**src/rtl/uart_boot_loader.sv**
```systemverilog
// uart_boot_loader
//   Boot-time controller between the SoC UART receiver and instruction/data RAM.
//   With sw_uart_upgrade_b low at reset it holds the CPU in reset, streams
//   RAM_SIZE bytes from the UART into RAM as little-endian words, sends an
//   8-bit checksum over UART TX, then releases the CPU. Otherwise the CPU is
//   released straight away.
// Ports
//   clk, rst            system clock, synchronous active-high reset
//   sw_uart_upgrade_b   0 = perform upgrade (sampled only in IDLE)
//   rx_valid, rx_data   one-cycle pulse per received byte
//   tx_busy             UART transmitter busy
//   tx_valid, tx_data   one-cycle checksum send request
//   ram_we, ram_addr,   word write strobe, word address, write data
//   ram_wdata
//   cpu_hold            1 = keep CPU in reset
//   done                image loaded and checksum sent (sticky)
//   err                 inter-byte timeout (sticky until rst)
module uart_boot_loader #(
  parameter int XLEN           = 32,
  parameter int RAM_SIZE       = 16'h4000,
  parameter int TIMEOUT_CYCLES = 1000000
) (
  input  logic                          clk,
  input  logic                          rst,
  input  logic                          sw_uart_upgrade_b,
  input  logic                          rx_valid,
  input  logic [7:0]                    rx_data,
  input  logic                          tx_busy,
  output logic                          tx_valid,
  output logic [7:0]                    tx_data,
  output logic                          ram_we,
  output logic [$clog2(RAM_SIZE/4)-1:0] ram_addr,
  output logic [XLEN-1:0]               ram_wdata,
  output logic                          cpu_hold,
  output logic                          done,
  output logic                          err
);

  localparam int CW = $clog2(RAM_SIZE) + 1;
  localparam int TW = $clog2(TIMEOUT_CYCLES + 1);

  typedef enum logic [2:0] {IDLE, LOAD, ACK, RUN, ERR} state_t;

  state_t          state, state_next;
  logic [CW-1:0]   byte_cnt;
  logic [TW-1:0]   idle_cnt;
  logic [23:0]     byte_buf;
  logic [7:0]      csum;
  logic            we_q;
  logic            accept;
  logic            last_byte;
  logic            timeout;
  logic            send;

  always_ff @(posedge clk) begin
    if (rst) state <= IDLE;
    else     state <= state_next;
  end

  always_comb begin
    state_next = state;
    accept     = 1'b0;
    last_byte  = 1'b0;
    timeout    = 1'b0;
    send       = 1'b0;
    case (state)
      IDLE: state_next = sw_uart_upgrade_b ? RUN : LOAD;
      LOAD: begin
        accept    = rx_valid;
        last_byte = rx_valid && (byte_cnt == CW'(RAM_SIZE - 1));
        // no timeout until the first byte has arrived
        timeout   = !rx_valid && (byte_cnt != '0) &&
                    (idle_cnt == TW'(TIMEOUT_CYCLES - 1));
        if (last_byte)    state_next = ACK;
        else if (timeout) state_next = ERR;
      end
      ACK: begin
        send = !tx_busy;
        if (send) state_next = RUN;
      end
      default: state_next = state;
    endcase
  end

  always_ff @(posedge clk) begin
    if (rst) begin
      byte_cnt  <= '0;
      idle_cnt  <= '0;
      byte_buf  <= '0;
      csum      <= '0;
      we_q      <= 1'b0;
      ram_addr  <= '0;
      ram_wdata <= '0;
      tx_valid  <= 1'b0;
      tx_data   <= '0;
      cpu_hold  <= 1'b1;
      done      <= 1'b0;
      err       <= 1'b0;
    end else begin
      we_q     <= 1'b0;
      tx_valid <= 1'b0;
      if (accept) begin
        // newest byte enters at the top, so the first byte of a word ends up in [7:0]
        byte_buf <= {rx_data, byte_buf[23:8]};
        csum     <= csum + rx_data;
        byte_cnt <= byte_cnt + 1'b1;
        idle_cnt <= '0;
        if (byte_cnt[1:0] == 2'd3) begin
          we_q      <= 1'b1;
          ram_addr  <= byte_cnt[CW-2:2];
          ram_wdata <= {rx_data, byte_buf};
        end
      end else if (state == LOAD && byte_cnt != '0) begin
        idle_cnt <= idle_cnt + 1'b1;
      end
      if (send) begin
        tx_valid <= 1'b1;
        tx_data  <= csum;
      end
      if (tx_valid) done <= 1'b1;
      if (timeout)  err  <= 1'b1;
      cpu_hold <= (state != RUN);
    end
  end

  // a write pending from the previous edge must not reach RAM during reset
  assign ram_we = we_q & ~rst;

endmodule

```
**config.mk**
```make
export PLATFORM = sky130hd
export DESIGN_NAME = uart_boot_loader
export DESIGN_NICKNAME = d
export VERILOG_FILES = /design/src/rtl/uart_boot_loader.sv
export SDC_FILE = /design/constraint.sdc
export NUM_CORES = 1
export LEC_CHECK = 0
export ABC_CLOCK_PERIOD_IN_PS = 4150
export BUFFER_PORTS_ARGS = -buffer_cell sky130_fd_sc_hd__buf_4
export CORE_MARGIN = 2
export CORE_UTILIZATION = 34
export DETAILED_ROUTE_END_ITERATION = 12
export PLACE_DENSITY = 0.5
export SYNTH_ARGS = -nofsm -noshare
export SYNTH_HDL_FRONTEND = slang
export SYNTH_SLANG_ARGS = --single-unit
```
**constraint.sdc**
```tcl
create_clock -name clk -period 4.15 [get_ports clk]
set_clock_uncertainty 0.1 [all_clocks]
set_input_delay 0.83 -clock clk [delete_from_list [all_inputs] [get_ports clk]]
set_output_delay 0.83 -clock clk [all_outputs]
set_load 0.005 [all_outputs]
```
* Yosys cells after proc, flatten, opt, wreduce, memory -nomap -nowiden
Index checks and enable logic that the tools add are counted.
** Word-level totals
- Input port bits :: 13
- Bits in registers :: 127
- Output and inout port bits :: 57
- Logic and storage cells :: 50
** Cells by class
- Add/sub/neg operators :: 3
- Bitwise logic cells :: 3
- Muxes and demuxes :: 10
- Equal/unequal tests :: 8
- Reduce and logical (&&, ||, !) cells :: 13
** Operators by type and width (number)
- adder 20 x 1 -> 20 bit, second input constant :: 1
- equality test 20 bit, second input constant :: 1
- adder 15 x 1 -> 15 bit, second input constant :: 1
- equality test 15 x 14 -> 1 bit, second input constant :: 1
- nonzero test 15 bit :: 1
- two-way mux 3 bit :: 3
- one-hot mux 3 bit (3 select lines) :: 1
- adder 8 bit :: 1
- two-way mux 1 bit :: 5
- logical AND 1 bit :: 4
- OR reduction 2 bit :: 2
- equality test 3 x 1 -> 1 bit, second input constant :: 1
- equality test 3 x 2 -> 1 bit, second input constant :: 1
- logical NOT 3 bit :: 1
- != test 3 x 2 -> 1 bit, second input constant :: 1
- != test 3 bit, second input constant :: 1
- AND reduction 3 bit :: 1
- nonzero test 3 bit :: 1
- equality test 2 bit, second input constant :: 1
- logical NOT 1 bit :: 2
- two-way mux 2 bit :: 1
- != test 2 bit, second input constant :: 1
- inverter 1 bit :: 2
- AND reduction 2 bit :: 1
- AND 1 bit :: 1

* Depth between registers and ports, before layout
- Depth in word-level cells :: 6
- Depth in mapped cells :: 9
- Mapped depth without buffers :: 7

* Worst setup path before layout
No wires, ideal clock.
- Kind :: register -> register
- Start point :: reg byte_cnt[0]
- End point :: reg idle_cnt[18]
- Data required time :: 3980 ps
- Period minus slack after synthesis :: 2508 ps
- Arrival time :: 2337 ps
- Slack :: 1642 ps
- Stages on the path, launching flop included :: 10
- Library setup time :: 70 ps
- Buffers on the path :: 2
- Cells stage by stage :: dfxtp_1 > inv_1 > ha_1 > nor4b_1 > and4_1 > clkbuf_1 > or4b_4 > buf_6 > or4_1 > a21oi_1
** Between the ends
- Cells in the longest elaborated chain, start to end :: 2
** Ends and longest elaborated chain
- from (decl) :: RTL line 45 : logic [CW-1:0] byte_cnt;
- from (signal assigned) :: RTL line 106 : byte_cnt <= byte_cnt + 1'b1;
- nonzero test 15 bit :: RTL line 113 : end else if (state == LOAD && byte_cnt != '0) begin
- logical AND 1 bit :: RTL line 113
- to (signal assigned) :: RTL line 114 : idle_cnt <= idle_cnt + 1'b1;
- to (decl) :: RTL line 46 : logic [TW-1:0] idle_cnt;
Every way passes these cells.
A chain may end at the register's enable or synchronous reset.

* Worst setup path in the final report
- Start point :: reg byte_cnt[0]
- End point :: reg idle_cnt[14]
Same word-level chain as after synthesis.

==> results.yml <==
outcome:
  status: "completed"
layout:
  mostFrequentLayoutCell: "nand2_1"
  nNetsFinal: 719
  final_cells: 892
  synthToLayoutAreaGrowth_pct: 25.4
  layout_common_cells: "nand2_1, dfxtp_1, a21oi_1"
  fin_area_mm2: 0.00645
  n_antenna_cell: 0
  utilization: 0.441
  layout-drive-gt1-share: 0.158
setup_path:
  critPathTopFamily: "simple AND/OR/NAND/NOR gates"
  worstPathRequired_ns: 4.38
  arrival_ns: 2.83
  path_cells: "inv_1 -> ha_1 -> nor4b_1 -> and4_1 -> or4b_4 -> or4_1 -> a21oi_1"
  crit_path_end_kind: "flip-flop"
  crit_type: "reg2reg"
  critPathMaxFanout: 12
  slowest_delay_ns: 0.62
  worstPathBufferInverterCount: 1
  critPathLaunchType: "flip-flop"
  crit_slowest_cell: "or4b_4"
logic_synthesis:
  ys_seq_area_frac: 0.494
  syn_area_mm2: 0.00515
  avgSynthCellArea_um2: 8.08
  synth_cell_types: 43
  yosys.area.top_type_share: 0.494
  synth.area.top_cells: "dfxtp_1, nand2_1, a21oi_1"
  yosysWarnings: 0
  synth_top_flop_cell: "dfxtp_1"
  yosysTopAreaCell: "dfxtp_1"
  synth_nets: 661
  syn-instance-count: 637
  synth_edf_count: 0
  async_reset_ff_frac: 0
  synth-seq-cells: 127
placed_design:
  port-buffer-count: 69
  pre_cts_ws_ns: 1.53
  placed_cells: 860
  place.gp.congestion: 0.802
  placed_area_mm2: 0.00579
  hpwl_um: 8950
timing:
  rsz0062_at_grt: "no"
  setup_ws_ns: 1.55
  period_share: 0.627
  finalCriticalPeriod_ns: 2.60
  finalHoldViolCount: 0
  tightest_slew_ns: 0.716
  holdWs_ns: 0.354
  drv_slew: 0
  max_freq_mhz: 384
  timing.slew.headroom: 0.522
  setup_viol: 0
  tns_ns: 0
routing:
  wl_per_cell_um: 14.7
  ant_nets: 0
  drc: 0
  dr_wl_met3_um: 705
  first_iter_violations: 281
  wl_met1_um: 6540
  num_vias: 4480
  viasPerCell: 5.02
  drt_pass1_iterations: 4
  top_layer: "met4"
  routed_wl_um: 13100
  wl_met2_um: 5680
clocking:
  post-cts-setup-buffers: 0
  cts_max_path_buffers: 2
  post_cts_resized: 0
  cts_max_level: 4
  cts-root-buf: "clkbuf_16"
  tritoncts: "done"
  cts_hold_buf: 0
  clk_latency_ns: 0.41
  cts.sinks: 127
  cts.clk_slew.worst_paths_ns: 0.06
  tritoncts.num_buffers: 17
run:
  drv_cap: 0
floorplan:
  die_width_um: 127
  design.die.area_mm2: 0.0161
  start_util: 0.351
  io_pins: 70
  core_area_mm2: 0.0146
  fp-row-count: 44
  die_y_um: 127
power_and_ir_drop:
  p_per_area_mw_per_mm2: 475
  total_leakage_power_nw: 2.33
  vdd.ir_drop.worst_mv: 0.255
  finalPower_mw: 3.07
global_routing:
  grt_pass1_vias: 4425
  antenna_found_initial: 0
  track_usage: 0.171
  grt_pass1_wl_um: 22100
  grt_overflow: 0
  grt_max_degree: 60
min_path:
  hold_class: "reg2reg"
==> cells in the mapped netlist (all sizes together), types with 2 or more instances <==
library cell / number
nand2: 183
dfxtp: 127
a21oi: 100
nor2: 36
clkbuf: 31
xnor2: 15
inv: 14
nand4: 13
xor2: 11
ha: 10
nand3: 10
nor4: 9
o21ai: 9
or3: 8
or4: 7
nor3: 6
buf: 5
nor4b: 5
and3: 4
and4: 4
o31ai: 4
nor2b: 3
and2: 2
o2111ai: 2
or2: 2
==> metal layers <==
| layer | global-route usage | vias up |
|---|---|---|
| li1 | - | 2268 |
| met1 | 0.234 | 2094 |
| met2 | 0.256 | 104 |
| met3 | 0.0498 | 14 |
| met4 | 0.0659 | 0 |
| met5 | 0 | - |
==> final timing paths <==
path / from / cells after the start / to / slack [ns]
hold / removal: ram_wdata[21] / 2 / ram_wdata[21] / 0.35
setup / recovery: byte_cnt[0] / 7 / idle_cnt[14] / 1.55
setup reg to reg: byte_cnt[0] / 7 / idle_cnt[14] / 1.55
hold reg to reg: ram_wdata[21] / 2 / ram_wdata[21] / 0.35
==> flip-flops by register name, indices dropped and copies added (netlist names) <==
signal / cells
byte_buf: 24
byte_cnt: 15
cpu_hold: 1
csum: 8
done: 1
err: 1
idle_cnt: 20
ram_addr: 12
ram_wdata: 32
state: 3
tx_data: 8
tx_valid: 1
we_q: 1
==> worst reg2reg max path, stage by stage (launching register included) <==
cell     delay [ns]
dfxtp_1        0.38
inv_1          0.09
ha_1           0.20
nor4b_1        0.15
and4_1         0.31
or4b_4         0.63
or4_1          0.53
a21oi_1        0.15
==> kinds of logic after synthesis <==
kind of cell	after synthesis	synth area share
buf+inv	50	0.0408
mux	2	0.00413
flops	127	0.494
xor+xnor	26	0.0443
compound gates	123	0.127
simple gates	298	0.261
fa+ha+maj	11	0.0282
==> cell type report <==
type	count	area, um^2
Tap cell	184	230
Clock buffer	19	453
Clock inverter	13	210
Timing Repair Buffer	75	563
Sequential cell	127	2540
Inverter	14	52.6
Multi-Input combinational cell	460	2400
Fill cell	1503	8190
==> report_power, final <==
part / internal (mW) / switching, mW
Combinational: 0.0540 / 0.105
Sequential: 1.24 / 0.0167
Clock: 1.10 / 0.555
Total: 2.39 / 0.676
Note: power is estimated with default switching activity, not from simulation.
